File: src/rtl/dual_port_mem_arbiter.sv
// rtl/dual_port_mem_arbiter.sv - round-robin A/B arbiter and sequencer for a 16x32 dual-port memory
module dual_port_mem_arbiter #(
    parameter int ADDR_W = 4,
    parameter int DATA_W = 32
) (
    input  logic              Clk,
    input  logic              Rst,
    input  logic              A_wr_req,
    input  logic [ADDR_W-1:0] A_wr_addr,
    input  logic [DATA_W-1:0] A_wr_data,
    output logic              A_wr_gnt,
    input  logic              B_wr_req,
    input  logic [ADDR_W-1:0] B_wr_addr,
    input  logic [DATA_W-1:0] B_wr_data,
    output logic              B_wr_gnt,
    input  logic              A_rd_req,
    input  logic [ADDR_W-1:0] A_rd_addr,
    output logic              A_rd_gnt,
    output logic              A_rd_valid,
    output logic [DATA_W-1:0] A_rd_data,
    input  logic              B_rd_req,
    input  logic [ADDR_W-1:0] B_rd_addr,
    output logic              B_rd_gnt,
    output logic              B_rd_valid,
    output logic [DATA_W-1:0] B_rd_data,
    output logic              Wr_en,
    output logic [ADDR_W-1:0] Wr_addr,
    output logic [DATA_W-1:0] Data_in,
    output logic              Rd_en,
    output logic [ADDR_W-1:0] Rd_addr,
    input  logic [DATA_W-1:0] Mem_rdata
);

    logic              wr_last_q, wr_last_d;
    logic              rd_last_q, rd_last_d;
    logic              wr_en_q, wr_en_d;
    logic [ADDR_W-1:0] wr_addr_q, wr_addr_d;
    logic [DATA_W-1:0] data_in_q, data_in_d;
    logic              rd_en_q, rd_en_d;
    logic [ADDR_W-1:0] rd_addr_q, rd_addr_d;
    logic              tag1_vld_q, tag1_vld_d;
    logic              tag1_id_q, tag1_id_d;
    logic              tag2_vld_q, tag2_vld_d;
    logic              tag2_id_q, tag2_id_d;
    logic              a_rd_valid_q, a_rd_valid_d;
    logic              b_rd_valid_q, b_rd_valid_d;
    logic [DATA_W-1:0] a_rd_data_q, a_rd_data_d;
    logic [DATA_W-1:0] b_rd_data_q, b_rd_data_d;

    logic              wr_pick_b, wr_go;
    logic [ADDR_W-1:0] wr_win_addr;
    logic              rd_pick_b, rd_any, rd_go, raw_hazard;
    logic [ADDR_W-1:0] rd_win_addr;

    always_comb begin
        // B wins a conflict only when A was the last one served
        wr_pick_b   = B_wr_req && (!A_wr_req || !wr_last_q);
        wr_go       = A_wr_req || B_wr_req;
        wr_win_addr = wr_pick_b ? B_wr_addr : A_wr_addr;

        rd_pick_b   = B_rd_req && (!A_rd_req || !rd_last_q);
        rd_any      = A_rd_req || B_rd_req;
        rd_win_addr = rd_pick_b ? B_rd_addr : A_rd_addr;

        // A read landing on the address being written now would see stale data; retry it
        raw_hazard  = rd_any && wr_go && (rd_win_addr == wr_win_addr);
        rd_go       = rd_any && !raw_hazard;

        A_wr_gnt = A_wr_req && !wr_pick_b;
        B_wr_gnt = wr_pick_b;
        A_rd_gnt = A_rd_req && !rd_pick_b && !raw_hazard;
        B_rd_gnt = rd_pick_b && !raw_hazard;
    end

    always_comb begin
        wr_en_d      = wr_go;
        wr_addr_d    = wr_go ? wr_win_addr : wr_addr_q;
        data_in_d    = wr_go ? (wr_pick_b ? B_wr_data : A_wr_data) : data_in_q;
        wr_last_d    = wr_go ? wr_pick_b : wr_last_q;

        rd_en_d      = rd_go;
        rd_addr_d    = rd_go ? rd_win_addr : rd_addr_q;
        rd_last_d    = rd_go ? rd_pick_b : rd_last_q;

        tag1_vld_d   = rd_go;
        tag1_id_d    = rd_go ? rd_pick_b : tag1_id_q;
        tag2_vld_d   = tag1_vld_q;
        tag2_id_d    = tag1_id_q;

        a_rd_valid_d = tag2_vld_q && !tag2_id_q;
        b_rd_valid_d = tag2_vld_q && tag2_id_q;
        a_rd_data_d  = a_rd_valid_d ? Mem_rdata : a_rd_data_q;
        b_rd_data_d  = b_rd_valid_d ? Mem_rdata : b_rd_data_q;
    end

    always_ff @(posedge Clk or negedge Rst) begin
        if (!Rst) begin
            wr_last_q    <= 1'b1;
            rd_last_q    <= 1'b1;
            wr_en_q      <= 1'b0;
            wr_addr_q    <= '0;
            data_in_q    <= '0;
            rd_en_q      <= 1'b0;
            rd_addr_q    <= '0;
            tag1_vld_q   <= 1'b0;
            tag1_id_q    <= 1'b0;
            tag2_vld_q   <= 1'b0;
            tag2_id_q    <= 1'b0;
            a_rd_valid_q <= 1'b0;
            b_rd_valid_q <= 1'b0;
            a_rd_data_q  <= '0;
            b_rd_data_q  <= '0;
        end else begin
            wr_last_q    <= wr_last_d;
            rd_last_q    <= rd_last_d;
            wr_en_q      <= wr_en_d;
            wr_addr_q    <= wr_addr_d;
            data_in_q    <= data_in_d;
            rd_en_q      <= rd_en_d;
            rd_addr_q    <= rd_addr_d;
            tag1_vld_q   <= tag1_vld_d;
            tag1_id_q    <= tag1_id_d;
            tag2_vld_q   <= tag2_vld_d;
            tag2_id_q    <= tag2_id_d;
            a_rd_valid_q <= a_rd_valid_d;
            b_rd_valid_q <= b_rd_valid_d;
            a_rd_data_q  <= a_rd_data_d;
            b_rd_data_q  <= b_rd_data_d;
        end
    end

    assign Wr_en      = wr_en_q;
    assign Wr_addr    = wr_addr_q;
    assign Data_in    = data_in_q;
    assign Rd_en      = rd_en_q;
    assign Rd_addr    = rd_addr_q;
    assign A_rd_valid = a_rd_valid_q;
    assign B_rd_valid = b_rd_valid_q;
    assign A_rd_data  = a_rd_data_q;
    assign B_rd_data  = b_rd_data_q;

endmodule

File: config.mk
export PLATFORM = sky130hd
export DESIGN_NAME = dual_port_mem_arbiter
export DESIGN_NICKNAME = d
export VERILOG_FILES = /design/src/rtl/dual_port_mem_arbiter.sv
export SDC_FILE = /design/constraint.sdc
export NUM_CORES = 1
export LEC_CHECK = 0
export ABC_AREA = 1
export ABC_CLOCK_PERIOD_IN_PS = 3950
export CAP_MARGIN = 20
export CORE_MARGIN = 5
export CORE_UTILIZATION = 30
export CTS_BUF_LIST = sky130_fd_sc_hd__clkbuf_16
export DETAILED_ROUTE_END_ITERATION = 8
export PLACE_DENSITY = 0.65
export REMOVE_ABC_BUFFERS = 1
export SLEW_MARGIN = 20
export SYNTH_ARGS = -nofsm -noshare
export SYNTH_HDL_FRONTEND = slang
export SYNTH_SLANG_ARGS = --single-unit
export TNS_END_PERCENT = 30
File: constraint.sdc
create_clock -name Clk -period 3.95 [get_ports Clk]
set_input_delay 1.185 -clock Clk [delete_from_list [all_inputs] [get_ports Clk]]
set_output_delay 1.185 -clock Clk [all_outputs]
set_load 0.01 [all_outputs]
==> results of run 1 <==
-- power by group through the flow --
stage	logic [uW]	registers [uW]	clock network (uW)
global route	1240	1580	1770
CTS	1150	1550	1710
floorplan	272	1660	0
global placement	1140	1550	0
finish	1130	1550	1670
detailed placement	1150	1560	0
-- cell families (layout without fill, tap and decap cells) --
kind of cell    count (synthesis)  in the layout  share of synthesized area, %
compound gates                 69             69                          7.46
buf+inv                        80            333                          6.65
flops                         113            113                          61.2
simple gates                  273            273                          24.7
-- repair_timing --
action	4_1_cts	5_1_grt
endpoints found under the setup margin	4	1
pin swaps	2	0
resized for setup	9	3
setup buffers	0	0
cloned	0	0
-- worst reg2reg max path, stage by stage, from the launching register on --
cell	delay, ns
dfstp_2	0.54
nand2_1	0.08
buf_4	0.16
nand3_1	0.09
nand2_1	0.09
nand2_1	0.07
nand3_1	0.07
nor2_2	0.13
nand2_2	0.07
buf_4	0.16
nand2_4	0.09
nand2_1	0.06
nand2_1	0.06
-- state kept, by name, indices dropped and copies added, names as in the netlist, 4 cells and up --
signal     flops
A_rd_data     32
B_rd_data     32
Data_in       32
Rd_addr        4
Wr_addr        4
-- worst max path at each step --
stage | startpoint | to | cells past startpoint
finish | A_wr_addr[2] | B_rd_gnt | 11
global route | A_rd_req | B_rd_gnt | 12
CTS | A_wr_req | B_rd_gnt | 12
detailed placement | A_wr_req | A_rd_gnt | 12
global placement | A_wr_req | A_rd_gnt | 12
floorplan | A_wr_req | A_rd_gnt | 7
-- layout make-up --
type                            count  area (sq um)
Multi-Input combinational cell    342          1510
Tap cell                          188           235
Timing Repair Buffer              249          2450
Fill cell                        1372          7270
Clock inverter                     15           231
Sequential cell                   113          2830
Inverter                           52           195
Clock buffer                       17           425
-- cell usage after synthesis --
master | count | area, sq um
nand2_4 | 1 | 11.3
nand4_1 | 1 | 6.26
dfrtp_1 | 111 | 2780
dfstp_2 | 2 | 52.6
o21ai_0 | 69 | 345
buf_6 | 1 | 11.3
nand3b_1 | 1 | 7.51
nand2_2 | 2 | 12.5
inv_1 | 49 | 184
nand2_1 | 183 | 687
clkbuf_1 | 26 | 97.6
nor2_1 | 6 | 22.5
buf_1 | 1 | 3.75
inv_2 | 2 | 7.51
or2_2 | 1 | 6.26
nand3_1 | 78 | 390
clkinv_1 | 1 | 3.75
-- metal layers --
metal  vias up  global-route usage [%]
li1       2186                       -
met1      2045                    20.2
met2       185                    25.5
met3         6                    6.68
met4         0                    3.90
met5         -                       0
-- per-stage QoR --
step                setup TNS [ns]  instance area, sq um  worst slack, ns  utilization (%)  instances
global placement            -0.644                  7210           -0.301             47.6        944
detailed placement          -0.724                  7210           -0.336             47.6        944
global route               -0.0105                  7880          -0.0105             52.0        976
CTS                              0                  7870            0.131             51.9        976
floorplan                    -7.96                  4510            -1.49                -        507
finish                           0                  7880            0.155             52.0        976
-- layout by cell type (no fill, tap or decap) --
cell / n
buf_4: 20
dlygate4sd2_1: 5
nand2_2: 4
nand3_1: 78
o21ai_0: 69
clkinv_1: 2
or2_2: 1
nor2_1: 4
inv_1: 49
clkinv_4: 5
clkbuf_16: 17
buf_12: 1
nor2_2: 2
clkdlybuf4s15_1: 1
clkinvlp_4: 1
nand3b_1: 1
bufinv_16: 5
dfstp_2: 2
inv_6: 3
nand4_1: 1
nand2_1: 179
inv_2: 2
dfrtp_1: 111
clkdlybuf4s50_1: 222
nand2_4: 3
==> flow_summary.yaml, run 1 <==
run_status:
  status: "finished clean"
cts:
  numCtsBuffers: 17
  ctsHoldBuffers: 0
  h-tree-depth: 4
  cts_root_buf: "clkbuf_16"
  tritoncts: "built"
  clock_latency_ns: 0.40
  cts_buffer_depth: 2
  clk_pin_slew_worst_paths_ns: 0.06
  clkSinkCount: 113
job:
  cap_violations: 0
floorplan:
  die_w_um: 134
  initial_core_util_pct: 30.5
  die-area_sq_um: 18000
  num_io_pins: 230
  die_h_um: 134
  rows: 45
  core_sq_um: 15100
timing:
  hold_viol_final: 0
  fin_crit_ns: 3.79
  hold_ws_ns: 0.390
  maxSlewViolCount: 0
  setup_viol: 0
  min_period_over_period_pct: 96.1
  tightest_slew_ns: 0.884
  max_freq_mhz: 264
  skew_ns: 0.00651
  slew_headroom_pct: 41.1
finish:
  area_delta_synth_final_pct: 70.3
  antenna_cells: 0
  final_nets: 893
  drive_above_1_share_pct: 8.38
yosys:
  ys_seq_area_share_pct: 61.2
  synthCells: 535
  synthDistinctLibCells: 17
  syn_area_per_cell_sq_um: 8.65
  yosysWarnings: 0
  netlist_area_sq_um: 4630
  ys_seq_elements: 113
critical_path:
  cp_top_family: "buffers and inverters"
  r2r-end: "Rd_addr[3]"
  cp_max_fo: 3
  r2r_slack_ns: 2.25
  endpoint_kind: "output pin"
  r2r-start: "rd_last_q"
  path_common_cell: "nand2_1"
  max_stage_delay_ns: 0.50
  crit_buf_inv: 4
  critPathArrivalTime_ns: 2.61
  critical_path_class: "in -> out"
  start_kind: "input pin"
  r2r.worst_path.cells: 12
  path_cells: "clkdlybuf4s50_1 -> inv_1 -> nand2_1 -> o21ai_0 -> nand2_1 -> nand2_1 -> nor2_1 -> nand2_2 -> nand2_1 -> inv_1 -> dlygate4sd2_1"
  critPathSlowestCell: "clkdlybuf4s50_1"
  cp.required_ns: 2.76
grt:
  grt_pass1_wl_mm: 23.0
  grt_antenna_before_repair: 0
  grt_pass1_vias: 4452
  grt_max_degree: 66
  grt_usage_pct: 16.0
  overflow: 0
worst_hold_path:
  hold_class: "reg -> reg"
  min_to: "tag2_vld_q"
  min_from: "tag1_vld_q"
  holdPathStages: 0
power_and_ir_drop:
  switching_share_pct: 27.5
  ir_drop_mv: 0.272
  p_leak_uw: 0.00368
  power_uw: 4360
  clkPwrFrac_pct: 38.4
  power.switching_uw: 1200
  p_comb_share_pct: 26.1
  p_per_area_nw_per_um2: 553
  seqPwrFrac_pct: 35.5
  p_int_uw: 3160
drt:
  drt_iter0_drc: 186
  drt-pass1-iter-count: 4
  wl_per_cell_um: 14.7
  vias: 4422
  ant_nets: 0
  met3_length_mm: 1.35
  top_layer_used: "met4"
  drt_wl_total_mm: 14.3
  via_per_inst: 4.53
  drc_errors: 0
  wl_met2_mm: 6.57
  wl_met1_mm: 6.34
place:
  dpl.hpwl_mm: 10.6
  io_buffers: 229
  place_congestion: 0.826
No activity file was read; power rests on OpenSTA's default activity.
==> inputs of run 2 (changes only) <==
--- a/config.mk
+++ b/config.mk
@@ -6,7 +6,6 @@
 export NUM_CORES = 1
 export LEC_CHECK = 0
 export ABC_AREA = 1
-export ABC_CLOCK_PERIOD_IN_PS = 3950
 export CAP_MARGIN = 20
 export CORE_MARGIN = 5
 export CORE_UTILIZATION = 30
==> constraint.sdc (replaced) <==
create_clock -name Clk -period 4.5 [get_ports Clk]
set_input_delay 1.35 -clock Clk [delete_from_list [all_inputs] [get_ports Clk]]
set_output_delay 1.35 -clock Clk [all_outputs]
set_load 0.01 [all_outputs]
==> flow_summary.yaml, run 2 (synthesis gave the netlist of run 1 again) <==
drt:
  drc_errors: 0
  met3_length_mm: 1.46
  drt-pass1-iter-count: 4
  ant_nets: 0
  vias: 4480
  drt_wl_total_mm: 14.9
  top_layer_used: "met4"
  via_per_inst: 4.59
  drt_iter0_drc: 195
  wl_met1_mm: 6.43
  wl_met2_mm: 6.79
  wl_per_cell_um: 15.2
finish:
  antenna_cells: 0
  drive_above_1_share_pct: 8.11
  mostFrequentLayoutCell: "clkdlybuf4s50_1"
  final_nets: 894
  area_delta_synth_final_pct: 69.9
  finalCoreUtilization_pct: 51.9
  fillerInstances: 1396
  most-common-layout-cells: "clkdlybuf4s50_1 (225), nand2_1 (180), dfrtp_1 (111)"
critical_path:
  endpoint_kind: "output pin"
  path_common_cell: "nand2_1"
  critical_path_class: "in -> out"
  critPathSlowestCell: "clkdlybuf4s50_1"
  cp_max_fo: 5
  critPathArrivalTime_ns: 3.00
  start_kind: "input pin"
  max_stage_delay_ns: 0.53
  path_cells: "clkdlybuf4s50_1 -> buf_4 -> nand3_1 -> nand2_1 -> inv_1 -> nand2_1 -> nand2_1 -> nor2_1 -> nand2_2 -> nand2_1 -> inv_1 -> dlygate4sd2_1"
  cp.required_ns: 3.15
power_and_ir_drop:
  p_per_area_nw_per_um2: 484
  power_uw: 3810
  p_leak_uw: 0.00367
  ir_drop_mv: 0.250
grt:
  grt_usage_pct: 16.8
  overflow: 0
  grt_antenna_before_repair: 0
  grt_pass1_vias: 4707
  grt_max_degree: 84
  grt_pass1_wl_mm: 24.1
floorplan:
  num_io_pins: 230
  core_sq_um: 15100
  die_h_um: 134
  rows: 45
  die-area_sq_um: 18000
  die_w_um: 134
  initial_core_util_pct: 30.5
cts:
  h-tree-depth: 4
  cts_setup_buffers: 0
  clk_pin_slew_worst_paths_ns: 0.05
  tritoncts: "built"
  clock_latency_ns: 0.41
  cts_buffer_depth: 2
  cts_root_buf: "clkbuf_16"
  numCtsBuffers: 17
  ctsHoldBuffers: 0
  clkSinkCount: 113
timing:
  max_freq_mhz: 230
  setup_viol: 0
  rsz0062_at_grt: "no"
  skew_ns: 0.00444
  maxSlewViolCount: 0
  min_period_over_period_pct: 96.6
  slew_headroom_pct: 40.5
  tightest_slew_ns: 0.891
  fin_crit_ns: 4.35
  hold_viol_final: 0
place:
  io_buffers: 229
  place_congestion: 0.844
  dpl.hpwl_mm: 10.9
job:
  cap_violations: 0
worst_hold_path:
  hold_class: "reg -> reg"
run_status:
  status: "finished clean"
run 2: changes by cell type in the layout (fill, tap and decap cells not counted), sizes merged:
cell,delta
clkdlybuf4s50,+3
inv,-2
clkdlybuf4s15,-1
dlymetal6s2s,+1
dlygate4sd2,-3
clkinvlp,+3
buf,+1
clkinv,-1
run 2: routing by layer:
layer  up-vias  GRT usage, %
li1       2184             -
met1      2071          21.2
met2       205          26.4
met3        20          7.24
met4         0          4.98
met5         -             0
run 2: stage by stage:
| stage | setup TNS, ns | instances | setup WS [ns] | area [sq um] | hold WS, ns |
|---|---|---|---|---|---|
| after floorplan | -2.49 | 507 | -1.27 | 4510 | 0.354 |
| after global placement | -0.137 | 945 | -0.0822 | 7200 | 0.359 |
| after detailed placement | -0.203 | 945 | -0.116 | 7200 | 0.369 |
| after CTS | 0 | 977 | 0.110 | 7850 | 0.375 |
| after global routing | 0 | 977 | 0.0255 | 7860 | 0.394 |
| final | 0 | 977 | 0.153 | 7860 | 0.372 |
run 2: area by class of cell:
cell class / count / area, sq um / share of cell area (%)
Tap cell: 188 / 235 / 2.99
Multi-Input combinational cell: 342 / 1510 / 19.2
Inverter: 52 / 195 / 2.48
Sequential cell: 113 / 2830 / 36.0
Clock buffer: 17 / 425 / 5.41
Timing Repair Buffer: 250 / 2450 / 31.2
Clock inverter: 15 / 215 / 2.74
run 2: path summary, 6_finish.rpt:
kind	start	slack (ns)	end	depth (start not counted)
max in group asynchronous	Rst	2.71	B_rd_data[16]	2
worst max-delay path	B_rd_req	0.15	B_rd_gnt	12
worst max register to register	rd_last_q	2.78	Rd_addr[3]	12
min in group asynchronous	Rst	1.00	A_rd_data[24]	1
worst min-delay path	tag1_vld_q	0.37	tag2_vld_q	0
worst min register to register	tag1_vld_q	0.37	tag2_vld_q	0
run 2: power by group:
| group | leakage [uW] | internal, uW | total (uW) | switching (uW) |
|---|---|---|---|---|
| Combinational | 0.00201 | 552 | 999 | 447 |
| Sequential | 0.00136 | 1230 | 1360 | 125 |
| Clock | 0.000300 | 977 | 1450 | 473 |
run 2: critical path, delay by kind of cell:
kind / cells / cell delay [ns]
simple gates: 7 / 0.59
buf+inv: 5 / 1.05
run 2: repair_timing:
item | 4_1_cts | 5_1_grt
setup endpoints to repair | 2 | 2
resized for setup | 3 | 3
pin swaps | 0 | 0
